--- src/rtl/elevator_fsm.sv ---
// -----------------------------------------------------------------------------
// elevator_fsm
//   Four-floor elevator controller for the DE2 board. It latches cabin and hall
//   calls, then moves the car one floor at a time using collective (SCAN)
//   scheduling. The door opens at each requested floor. Status is shown on the
//   7-segment display and on the LEDs.
//
// Ports
//   CLOCK_50  in   1   system clock, rising edge
//   SW        in   18  [17] synchronous active-high reset, [3:0] hall calls
//                      for floors 1..4 (active-high), other bits unused
//   KEY       in   4   cabin buttons, active-low, KEY[i] = floor i+1
//   HEX0      out  7   current floor digit, active-low {g,f,e,d,c,b,a}
//   LEDG      out  9   [0] moving up, [1] moving down, [2] door open,
//                      [3] idle, [7:4] one-hot floor, [8] tied low
//   LEDR      out  4   pending request bits, floors 1..4
//
// Every output is decoded from registered state only, so LEDG[3:0] doubles as
// a one-hot view of the FSM state.
// -----------------------------------------------------------------------------
module elevator_fsm #(
  parameter int MOVE_LIMIT = 50,   // cycles to travel one floor
  parameter int DOOR_LIMIT = 100   // cycles the door stays open
) (
  input  logic        CLOCK_50,
  input  logic [17:0] SW,
  input  logic [3:0]  KEY,
  output logic [6:0]  HEX0,
  output logic [8:0]  LEDG,
  output logic [3:0]  LEDR
);

  localparam int CNT_W = $clog2((MOVE_LIMIT > DOOR_LIMIT) ? MOVE_LIMIT : DOOR_LIMIT);

  typedef enum logic [1:0] {
    IDLE      = 2'd0,
    MOVE_UP   = 2'd1,
    MOVE_DOWN = 2'd2,
    DOOR      = 2'd3
  } state_t;

  state_t           state, state_next;
  logic [1:0]       floor, floor_next;   // floor index 0..3 = floors 1..4
  logic             dir, dir_next;       // 1 = up, 0 = down
  logic [3:0]       req, req_next;
  logic [CNT_W-1:0] cnt, cnt_next;

  logic       rst;
  logic [3:0] calls;
  logic       unused_sw;

  assign rst       = SW[17];
  assign calls     = SW[3:0] | ~KEY;   // cabin and hall calls merge per floor
  assign unused_sw = ^SW[16:4];

  // Scheduling decision at floor f. A request at f opens the door. If calls
  // exist on both sides, the car keeps its travel direction d. A car at
  // floor 1 has no "below" bits, and a car at floor 4 has no "above" bits,
  // so the floor saturates by construction.
  function automatic state_t pick(input logic [1:0] f, input logic d,
                                  input logic [3:0] r);
    logic [3:0] above_mask, below_mask;
    logic       above, below;
    above_mask = 4'b1110 << f;
    below_mask = ~(4'b1111 << f);
    above      = |(r & above_mask);
    below      = |(r & below_mask);
    if (r[f])                pick = DOOR;
    else if (above && below) pick = d ? MOVE_UP : MOVE_DOWN;
    else if (above)          pick = MOVE_UP;
    else if (below)          pick = MOVE_DOWN;
    else                     pick = IDLE;
  endfunction

  always_ff @(posedge CLOCK_50) begin
    if (rst) begin
      state <= IDLE;
      floor <= 2'd0;
      dir   <= 1'b1;
      req   <= 4'd0;
      cnt   <= '0;
    end else begin
      state <= state_next;
      floor <= floor_next;
      dir   <= dir_next;
      req   <= req_next;
      cnt   <= cnt_next;
    end
  end

  always_comb begin
    state_next = state;
    floor_next = floor;
    dir_next   = dir;
    cnt_next   = cnt + 1'b1;
    req_next   = req | calls;

    case (state)
      IDLE: begin
        state_next = pick(floor, dir, req);
        cnt_next   = '0;
      end
      MOVE_UP, MOVE_DOWN: begin
        if (cnt == CNT_W'(MOVE_LIMIT - 1)) begin
          floor_next = (state == MOVE_UP) ? floor + 2'd1 : floor - 2'd1;
          // Arrival: stop if called here, else keep going, reverse, or idle.
          state_next = pick(floor_next, dir, req);
          cnt_next   = '0;
        end
      end
      DOOR: begin
        if (cnt == CNT_W'(DOOR_LIMIT - 1)) begin
          state_next = pick(floor, dir, req);
          cnt_next   = '0;
        end
      end
      default: begin
        state_next = IDLE;
        cnt_next   = '0;
      end
    endcase

    if (state_next == MOVE_UP)   dir_next = 1'b1;
    if (state_next == MOVE_DOWN) dir_next = 1'b0;

    // The request at the door floor is cleared on entry. It stays cleared
    // while the door is open, so a call to that floor is absorbed then.
    if (state == DOOR || state_next == DOOR)
      req_next[floor_next] = 1'b0;
  end

  always_comb begin
    case (floor)
      2'd0:    HEX0 = 7'b1111001;
      2'd1:    HEX0 = 7'b0100100;
      2'd2:    HEX0 = 7'b0110000;
      default: HEX0 = 7'b0011001;
    endcase
  end

  assign LEDG = {1'b0, 4'b0001 << floor,
                 state == IDLE, state == DOOR, state == MOVE_DOWN, state == MOVE_UP};
  assign LEDR = req;

endmodule

--- config.mk ---
export PLATFORM = sky130hd
export DESIGN_NAME = elevator_fsm
export DESIGN_NICKNAME = d
export VERILOG_FILES = /design/src/rtl/elevator_fsm.sv
export SDC_FILE = /design/constraint.sdc
export NUM_CORES = 1
export LEC_CHECK = 0
export ABC_AREA = 1
export CAP_MARGIN = 20
export CORE_AREA = 4 4 64 51
export DETAILED_ROUTE_END_ITERATION = 16
export DIE_AREA = 0 0 68 55
export PLACE_DENSITY_LB_ADDON = 0.2
export SLEW_MARGIN = 10
export SYNTH_ARGS = -nofsm -noshare
export SYNTH_HDL_FRONTEND = slang
export SYNTH_SLANG_ARGS = --single-unit
--- constraint.sdc ---
create_clock -name CLOCK_50 -period 4 [get_ports CLOCK_50]
set_clock_uncertainty 0.05 [all_clocks]
set_input_delay 0.6 -clock CLOCK_50 [delete_from_list [all_inputs] [get_ports CLOCK_50]]
set_output_delay 0.6 -clock CLOCK_50 [all_outputs]
set_load 0.005 [all_outputs]
Yosys cells after proc, flatten, opt, wreduce, memory -nomap -nowiden
Cells that the tools add are included.

storage, ports and cells
  flip-flop bits (word level) = 16
  memories = 0
  output and inout bits = 20
  bits in writable memories = 0
  ROM bits = 0
  latch bits = 0
  input bits = 23

cells by class
  mux-type cells = 28
  bitwise logic cells = 11
  eq/ne operators = 10
  div/mod/pow operators = 0
  reductions and logical operators = 12
  magnitude comparators = 4
  shift-type cells = 5
  $add $sub $neg = 3
  multipliers = 0

operators by type and width
  cell                   number
  $pmux W7 S3            2
  $mux W2                14
  $and A4 B4 Y4          5
  $not A4 Y4             4
  $reduce_or A4 Y1       4
  $shl A4 B2 Y4 const A  4
  $mux W7                2
  $eq A2 B2 Y1 const B   5
  $lt A2 B3 Y1 const B   3
  $or A4 B4 Y4           2
  $add A7 B1 Y7 const B  1
  $eq A7 B6 Y1 const B   1
  $eq A7 B7 Y1 const B   1
  $eq A2 B1 Y1 const B   3
  $pmux W2 S3            1
  $mux W1                5
  $bmux W1 S2            2
  $logic_not A2 Y1       2
  $mux W4                1
  $shl A1 B2 Y4 const A  1
  $logic_and A1 B1 Y1    3
  $add A2 B1 Y2 const B  1
  $demux W1 S2           1
  $ge A2 B1 Y1 const B   1
  other kinds (4)        4

Logic depth before layout (Yosys ltp)
Gate-level depths: netlist of run 1.

  depth in word-level cells = 15
  depth in mapped cells = 19
  gate-level depth less buffers = 19

Worst setup path after synthesis of run 1
No wires, ideal clock.

  path kind = register to register
  from = register floor[0]
  to = register req[1] (netlist: LEDR[1])
  required time = 3895 ps
  period minus slack after synthesis = 2478 ps
  slack = 1522 ps
  arrival = 2373 ps
  library setup time = 55 ps
  stages on the path, launching flop included = 20
  cell sequence = dfxtp_1 > inv_2 > ha_1 > inv_2 > nand2_1 > nand2_1 > clkinv_1 > nand2_1 > nand2_1 > nor2_1 > nand2_1 > nand2_1 > nand3_1 > nand2_1 > inv_1 > ha_1 > or2_2 > nand3_2 > o211ai_2 > inv_2

between the ends
  longest elaborated chain between the ends = 15

RTL lines
  item                                            RTL line  source
  from (decl)                                     43        logic [1:0] floor, floor_next;
  from (signal assigned)                          84        floor <= floor_next;
  $sub A2 B1 Y2 or $add A2 B1 Y2 (tied branches)  105       floor_next = (state == MOVE_UP) ? floor + 2'd1 : floor - 2'd1;
  $mux W2                                         105
  $shl A4 B2 Y4                                   65        below_mask = ~(4'b1111 << f);
  $not A4 Y4                                      65
  $and A4 B4 Y4                                   67        below = |(r & below_mask);
  $reduce_or A4 Y1                                67
  $mux W2                                         71        else if (below) pick = MOVE_DOWN;
  $mux W2                                         70        else if (above) pick = MOVE_UP;
  $mux W2                                         69        else if (above && below) pick = d ? MOVE_UP : MOVE_DOWN;
  $mux W2                                         68        if (r[f]) pick = DOOR;
  $mux W2                                         104       if (cnt == CNT_W'(MOVE_LIMIT - 1)) begin
  $pmux W2 S3 *                                   98        case (state)
  named net state_next[1]                         42        state_t state, state_next;
  $eq A2 B2 Y1 *                                  128       if (state == DOOR || state_next == DOOR)
  $logic_or A1 B1 Y1 *                            128
  $mux W4 *                                       128
  to (signal assigned)                            86        req <= req_next;
  to (decl)                                       45        logic [3:0] req, req_next;

The timed path passes the listed nets; every way through them passes the cells marked *. The select of a mux whose other input is x is not followed.
A chain may end at the register's enable or synchronous reset.

Worst setup path after layout of run 1
Ends and elaborated chain as after synthesis.

==> run_results.csv, run 1 <==
group,metric,value,unit
status,outcome,"finished, final reports clean",
critical_path,critical_path_end_type,"register",
sta,max_freq,0.347,GHz
pwr,total_switching_power,0.308,mW
clock_tree,tritoncts_num_sinks,16,
floorplanning,floorplan.rows,16,
critical_path,cp-start-kind,"register",
critical_path,regToRegSetupSlack,1.11,ns
finish,finish.instance_area,1550,um2
critical_path,timing.critical_path.arrival,3.07,ns
pwr,combinationalPowerShare,55.9,%
critical_path,path_common_cell,"nand2_1",
synthesis,ys_ff_latch,16,
finish,area_growth_syn_to_layout,25.8,%
synthesis,post_synth_most_frequent_cells,"40 x nand2_1, 20 x inv_1, 17 x nor2_1",
pwr,power_leakage,0.706,nW
worst_hold_path,whs_endpoint,"cnt[0]",
clock_tree,cts_made_buffers,3,
clock_tree,clk_pin_slew,0.09,ns
detailed_routing,viasPerCell,4.98,
place,buffers_added_on_ports,27,
global_routing,grt_start_max_net_pins,12,
critical_path,critical_path.reg2reg.startpoint,"floor[0]",
synthesis,mappedNetlistArea,1230,um2
pwr,powerDensity,461,nW/um2
critical_path,worst_path_dominant_cell_family,"simple AND/OR/NAND/NOR gates",
place,final_gp_congestion,0.845,
detailed_routing,dr_total_vias,1201,
critical_path,timing.critical_path.fanout_max,11,
floorplanning,die-height,55,um
floorplanning,floorplan.core_area,2600,um2
critical_path,reg2regPathDepth,19,
global_routing,vias_in_the_first_global_route,1107,
place,hpwl,2.45,mm
synthesis,synth_top_cell_area_share,26.0,%
clock_tree,clk-insertion-delay-late,0.28,ns
clock_tree,cts_post_setup_buffers_inserted,0,
worst_hold_path,worstHoldStart,"cnt[0]",
worst_hold_path,timing.hold.worst.class,"reg2reg",
synthesis,main_synth_ff_type,"dfxtp_1",
run,drv.max_cap_violation_count,0,
critical_path,critical_path.startpoint,"floor[0]",
synthesis,synth_top_area_cell,"dfxtp_1",
detailed_routing,drt-total-wl,2.84,mm
detailed_routing,drt_pre_antenna_iters,4,
global_routing,wire_length_of_the_first_global_routing_pass,4.72,mm
global_routing,groute.usage.overall,16.9,%
place,placed_area,1510,um2
finish,antennaDiodeCount,0,
pwr,internal_power,0.406,mW
critical_path,timing.setup.critical_path_class,"reg2reg",
place,placedCellCount,237,
synthesis,number_of_instances_in_the_synthesized_netlist,178,
sta,setup_viol,0,
synthesis,post-synth-top-count-cell,"nand2_1",
pwr,sequentialPowerShare,29.7,%
critical_path,path_cells,"inv_2, ha_1, inv_2, nand2_1, nand2_1, clkinv_1, nand2_1, nand2_1, nand2_1, nand2_1, nand2_1, nand3_1, nand2_1, inv_1, ha_1, or2_2, nand3_2, o211ai_2, inv_2",
critical_path,regToRegEndpoint,"LEDR[1]",
clock_tree,cts_hold_buffers,0,
clock_tree,cts_max_level,1,
sta,post-route-worst-setup-slack,1.11,ns
detailed_routing,drt-initial-drc-count,37,
floorplanning,initial_utilization,47.4,%
pwr,portion_of_total_power_attributed_to_the_clock_network,14.4,%
sta,final-max-slew-violation-count,0,
clock_tree,root_buffer,"clkbuf_4",
place,dp_slack,1.17,ns
sta,report.final.hold_viol_count,0,
detailed_routing,post_drt_wl_per_cell,11.8,um
synthesis,synth.yosys.warnings,0,
critical_path,required_arrival_time_at_the_worst_endpoint,4.19,ns
synthesis,synth.area.top_cells,"dfxtp_1 26%, ha_1 15%, nand2_1 12%",
sta,setup_repair_after_global_routing_missed_its_margin,"false",
global_routing,antenna_found_initial,0,
pwr,finalPower,0.714,mW
global_routing,grt-ovfl-total,0,
critical_path,cpPeakStageDelay,0.57,ns
synthesis,synth_sequential_area_ratio,26.0,%
floorplanning,die_w,68,um
sta,timing.setup.tns,0,ns
synthesis,count_of_flip_flops_with_a_built_in_enable_after_synthesis,0,
synthesis,synth.avg_cell_area,6.92,um2
finish,drive_gt1_share,15.1,%
synthesis,synth-async-reset-ratio,0,%
critical_path,cp_slowest_cell,"dfxtp_1",
worst_hold_path,min_path_cells,1,
floorplanning,number_of_i_o_pins,43,
detailed_routing,route.detailed.drc,0,
critical_path,critical_path.n_buffers_inverters,5,
sta,final_min_period_over_clock_period,72.1,%
finish,post_layout_nonfiller_instances,241,
pwr,irDropWorstVdd,233,uV
clock_tree,max-clock-path-buffers,2,
sta,finalWorstPathRequiredPeriod,2.89,ns
detailed_routing,ant_nets,0,
synthesis,synth.lib_cells_used.distinct,25,
pwr,switching_share,43.2,%
floorplanning,floorplan.die_area,3740,um2
clock_tree,cts_resized,0,
clock_tree,cts_tree,"done",
finish,num-nets-final,244,
==> cells in the final DEF (no fill, tap or decap) <==
cell type,instances
nand2_1,40
clkdlybuf4s50_1,27
inv_1,20
nor2_1,17
dfxtp_1,16
ha_1,15
nand3_1,14
inv_2,7
o21ai_0,7
nand2_2,6
nand3_2,5
nor2_2,5
a21oi_1,4
xor2_1,4
a31oi_1,3
clkbuf_4,3
conb_1,2
nand4_1,1
clkinv_1,1
nor2_4,1
o21ai_1,1
o21ai_2,1
or2_2,1
o211ai_2,1
nand3b_1,1
xnor2_1,1
clkbuf_8,1
==> power by group through the flow <==
| stage | combinational [mW] | sequential (mW) | clock (mW) |
|---|---|---|---|
| after floorplan | 0.273 | 0.209 | 0 |
| after global placement | 0.383 | 0.214 | 0 |
| after detailed placement | 0.398 | 0.216 | 0 |
| after CTS | 0.400 | 0.212 | 0.107 |
| after global routing | 0.452 | 0.215 | 0.117 |
| final | 0.399 | 0.212 | 0.103 |
==> registers in the layout (all words and copies together), names as in the netlist <==
signal / count
cnt: 7
LEDR: 4
floor: 2
state: 2
dir: 1
==> logic make-up (layout without fill, tap and decap cells) <==
group	after synthesis	count (layout)	share of synthesized area, %
AO/OA/AOI/OAI	17	17	8.12
other	1	2	0.304
adder cells (fa/ha/maj)	15	15	15.2
AND/OR/NAND/NOR	91	91	35.2
XOR/XNOR	5	5	3.55
buffers and inverters	33	59	11.6
flip-flops	16	16	26.0
==> per-layer routing <==
layer	vias up	GRT usage (%)	part of all wire, %
met1	556	20.6	45
met5	-	0	0
li1	607	-	-
met4	0	4.95	1.2
met2	33	30.9	48
met3	5	2.42	5.5
==> how the worst max path moves through the flow <==
| stage | end | slack, ns | depth (start not counted) |
|---|---|---|---|
| floorplan | LEDR[1] | 1.52 | 19 |
| global placement | LEDR[1] | 1.24 | 19 |
| detailed placement | LEDR[1] | 1.17 | 19 |
| CTS | LEDR[1] | 1.14 | 19 |
| global route | LEDR[1] | 0.86 | 19 |
| finish | LEDR[1] | 1.11 | 19 |
==> layout make-up <==
| class | instances | area [um2] |
|---|---|---|
| timing repair buffer | 27 | 270 |
| clock buffer | 4 | 36.3 |
| sequential | 16 | 320 |
| multi-input combinational | 130 | 773 |
| tap | 36 | 45.0 |
| fill | 241 | 1050 |
| inverter | 28 | 105 |
==> per-stage QoR <==
step	utilization [%]	hold slack, ns
final	59.6	0.428
after global routing	59.6	0.456
after CTS	59.6	0.435
after detailed placement	58.2	0.414
after global placement	58.2	0.400
after floorplan	-	0.383
No activity file was read; power rests on OpenSTA's default activity.
==> run 2: changes to the inputs <==
--- a/config.mk
+++ b/config.mk
@@ -7,9 +7,9 @@
 export LEC_CHECK = 0
 export ABC_AREA = 1
 export CAP_MARGIN = 20
-export CORE_AREA = 4 4 64 51
+export CORE_AREA = 4 4 66 53
 export DETAILED_ROUTE_END_ITERATION = 16
-export DIE_AREA = 0 0 68 55
+export DIE_AREA = 0 0 70 57
 export PLACE_DENSITY_LB_ADDON = 0.2
 export SLEW_MARGIN = 10
 export SYNTH_ARGS = -nofsm -noshare
==> constraint.sdc (replaced) <==
create_clock -name CLOCK_50 -period 3 [get_ports CLOCK_50]
set_clock_uncertainty 0.05 [all_clocks]
set_input_delay 0.45 -clock CLOCK_50 [delete_from_list [all_inputs] [get_ports CLOCK_50]]
set_output_delay 0.45 -clock CLOCK_50 [all_outputs]
set_load 0.005 [all_outputs]
==> run_results.csv, run 2 (synthesized netlist as in run 1, its figures left out) <==
group,metric,value,unit
sta,setup_viol,0,
sta,final-max-slew-violation-count,0,
global_routing,grt-ovfl-total,0,
run,drv.max_cap_violation_count,0,
floorplanning,number_of_i_o_pins,43,
finish,area_growth_syn_to_layout,28.7,%
place,buffers_added_on_ports,27,
critical_path,timing.setup.critical_path_class,"reg2reg",
place,hpwl,2.40,mm
global_routing,antenna_found_initial,0,
critical_path,worst_path_dominant_cell_family,"simple AND/OR/NAND/NOR gates",
critical_path,required_arrival_time_at_the_worst_endpoint,3.14,ns
detailed_routing,viasPerCell,4.67,
global_routing,grt_start_max_net_pins,11,
clock_tree,cts_made_buffers,3,
critical_path,cp-start-kind,"register",
sta,finalWorstPathRequiredPeriod,2.55,ns
clock_tree,clk-insertion-delay-late,0.24,ns
global_routing,use_met1,21.6,%
clock_tree,max-clock-path-buffers,2,
floorplanning,die_w,70,um
pwr,power_leakage,0.725,nW
detailed_routing,dr_total_vias,1143,
sta,setup_repair_after_global_routing_missed_its_margin,"false",
clock_tree,clk_pin_slew,0.06,ns
clock_tree,cts_tree,"done",
critical_path,timing.critical_path.fanout_max,6,
sta,timing.setup.tns,0,ns
critical_path,cpPeakStageDelay,0.35,ns
global_routing,groute.usage.overall,15.0,%
critical_path,critical_path.startpoint,"floor[0]",
detailed_routing,post_drt_wl_per_cell,11.7,um
critical_path,critical_path.reg2reg.startpoint,"floor[0]",
detailed_routing,drt-total-wl,2.87,mm
critical_path,critical_path.n_buffers_inverters,5,
global_routing,grt_util_met2,23.4,%
sta,final_min_period_over_clock_period,84.9,%
critical_path,path_common_cell,"nand2_1",
floorplanning,floorplan.core_area,2850,um2
critical_path,timing.critical_path.arrival,2.69,ns
sta,max_freq,0.392,GHz
finish,drive_gt1_share,15.9,%
finish,layout_commonest_cell,"nand2_1",
floorplanning,floorplan.die_area,3990,um2
finish,num-nets-final,246,
finish,nFillCells,302,
detailed_routing,route.detailed.drc,0,
detailed_routing,ant_nets,0,
clock_tree,tritoncts_num_sinks,16,
critical_path,cp_slowest_cell,"dfxtp_1",
place,placedCellCount,241,
global_routing,vias_in_the_first_global_route,1130,
global_routing,wire_length_of_the_first_global_routing_pass,5.02,mm
sta,report.final.hold_viol_count,0,
status,outcome,"finished, final reports clean",
sta,post-route-worst-setup-slack,0.452,ns
pwr,irDropWorstVdd,417,uV
worst_hold_path,timing.hold.worst.class,"reg2reg",
floorplanning,die-height,57,um
critical_path,critical_path_end_type,"register",
clock_tree,root_buffer,"clkbuf_8",
critical_path,path_cells,"inv_2, ha_1, inv_2, nand2_1, nand2_1, clkinv_1, nand2_1, nand2_1, nand2_1, nand2_1, nand2_1, nand3_1, nand2_1, inv_1, ha_1, or2_2, nand3_2, o211ai_2, inv_2",
worst_hold_path,worstHoldStart,"cnt[0]",
clock_tree,cts_resized,0,
detailed_routing,drt_pre_antenna_iters,4,
finish,layout.cells.most_common_list,"40 x nand2_1, 27 x clkdlybuf4s50_1, 20 x inv_1",
pwr,powerDensity,624,nW/um2
place,final_gp_congestion,0.933,
finish,layout.core_utilization,55.7,%
pwr,finalPower,0.990,mW
global_routing,gr-max-usage-layer,"met2",
detailed_routing,drt-initial-drc-count,34,
place,dp_slack,0.471,ns
floorplanning,initial_utilization,43.2,%
global_routing,grt_util_met3,2.11,%
finish,post_layout_nonfiller_instances,245,
finish,antennaDiodeCount,0,
floorplanning,floorplan.rows,17,
clock_tree,cts_hold_buffers,0,
clock_tree,cts_max_level,1,
finish,flip_flop_count_of_the_largest_register_after_layout,7,
clock_tree,cts_post_setup_buffers_inserted,0,
finish,largest-register,"cnt",
-- run 2: worst paths after layout --
check / to / slack (ns) / cells past startpoint
hold / removal: cnt[0] / 0.42 / 1
setup / recovery: LEDR[1] / 0.45 / 19
hold reg to reg: cnt[0] / 0.42 / 1
setup reg to reg: LEDR[1] / 0.45 / 19
-- run 2: cell type report --
cell class | instances | area, um2 | share of cell area (%)
flip-flops and latches | 16 | 320 | 20.2
clock buffers | 4 | 55.1 | 3.47
well taps | 38 | 47.5 | 3.00
inverters | 28 | 105 | 6.62
multi-input cells | 130 | 773 | 48.7
repair buffers | 29 | 285 | 18.0
-- run 2: metrics by stage --
stage                     area [um2]  hold slack (ns)
after floorplan                 1240            0.383
after global placement          1530            0.399
after detailed placement        1530            0.412
after CTS                       1590            0.427
after global routing            1590            0.453
final                           1590            0.419
-- run 2: power by group --
part / total [mW] / switching (mW) / internal, mW
clock: 0.184 / 0.0678 / 0.116
sequential: 0.283 / 0.0357 / 0.248
combinational: 0.522 / 0.302 / 0.220
total: 0.990 / 0.406 / 0.584
-- run 2: per-layer routing --
metal	vias up	share of wire [%]
met3	0	1.7
met4	0	0
li1	604	-
met1	520	54
met2	19	44
met5	-	0
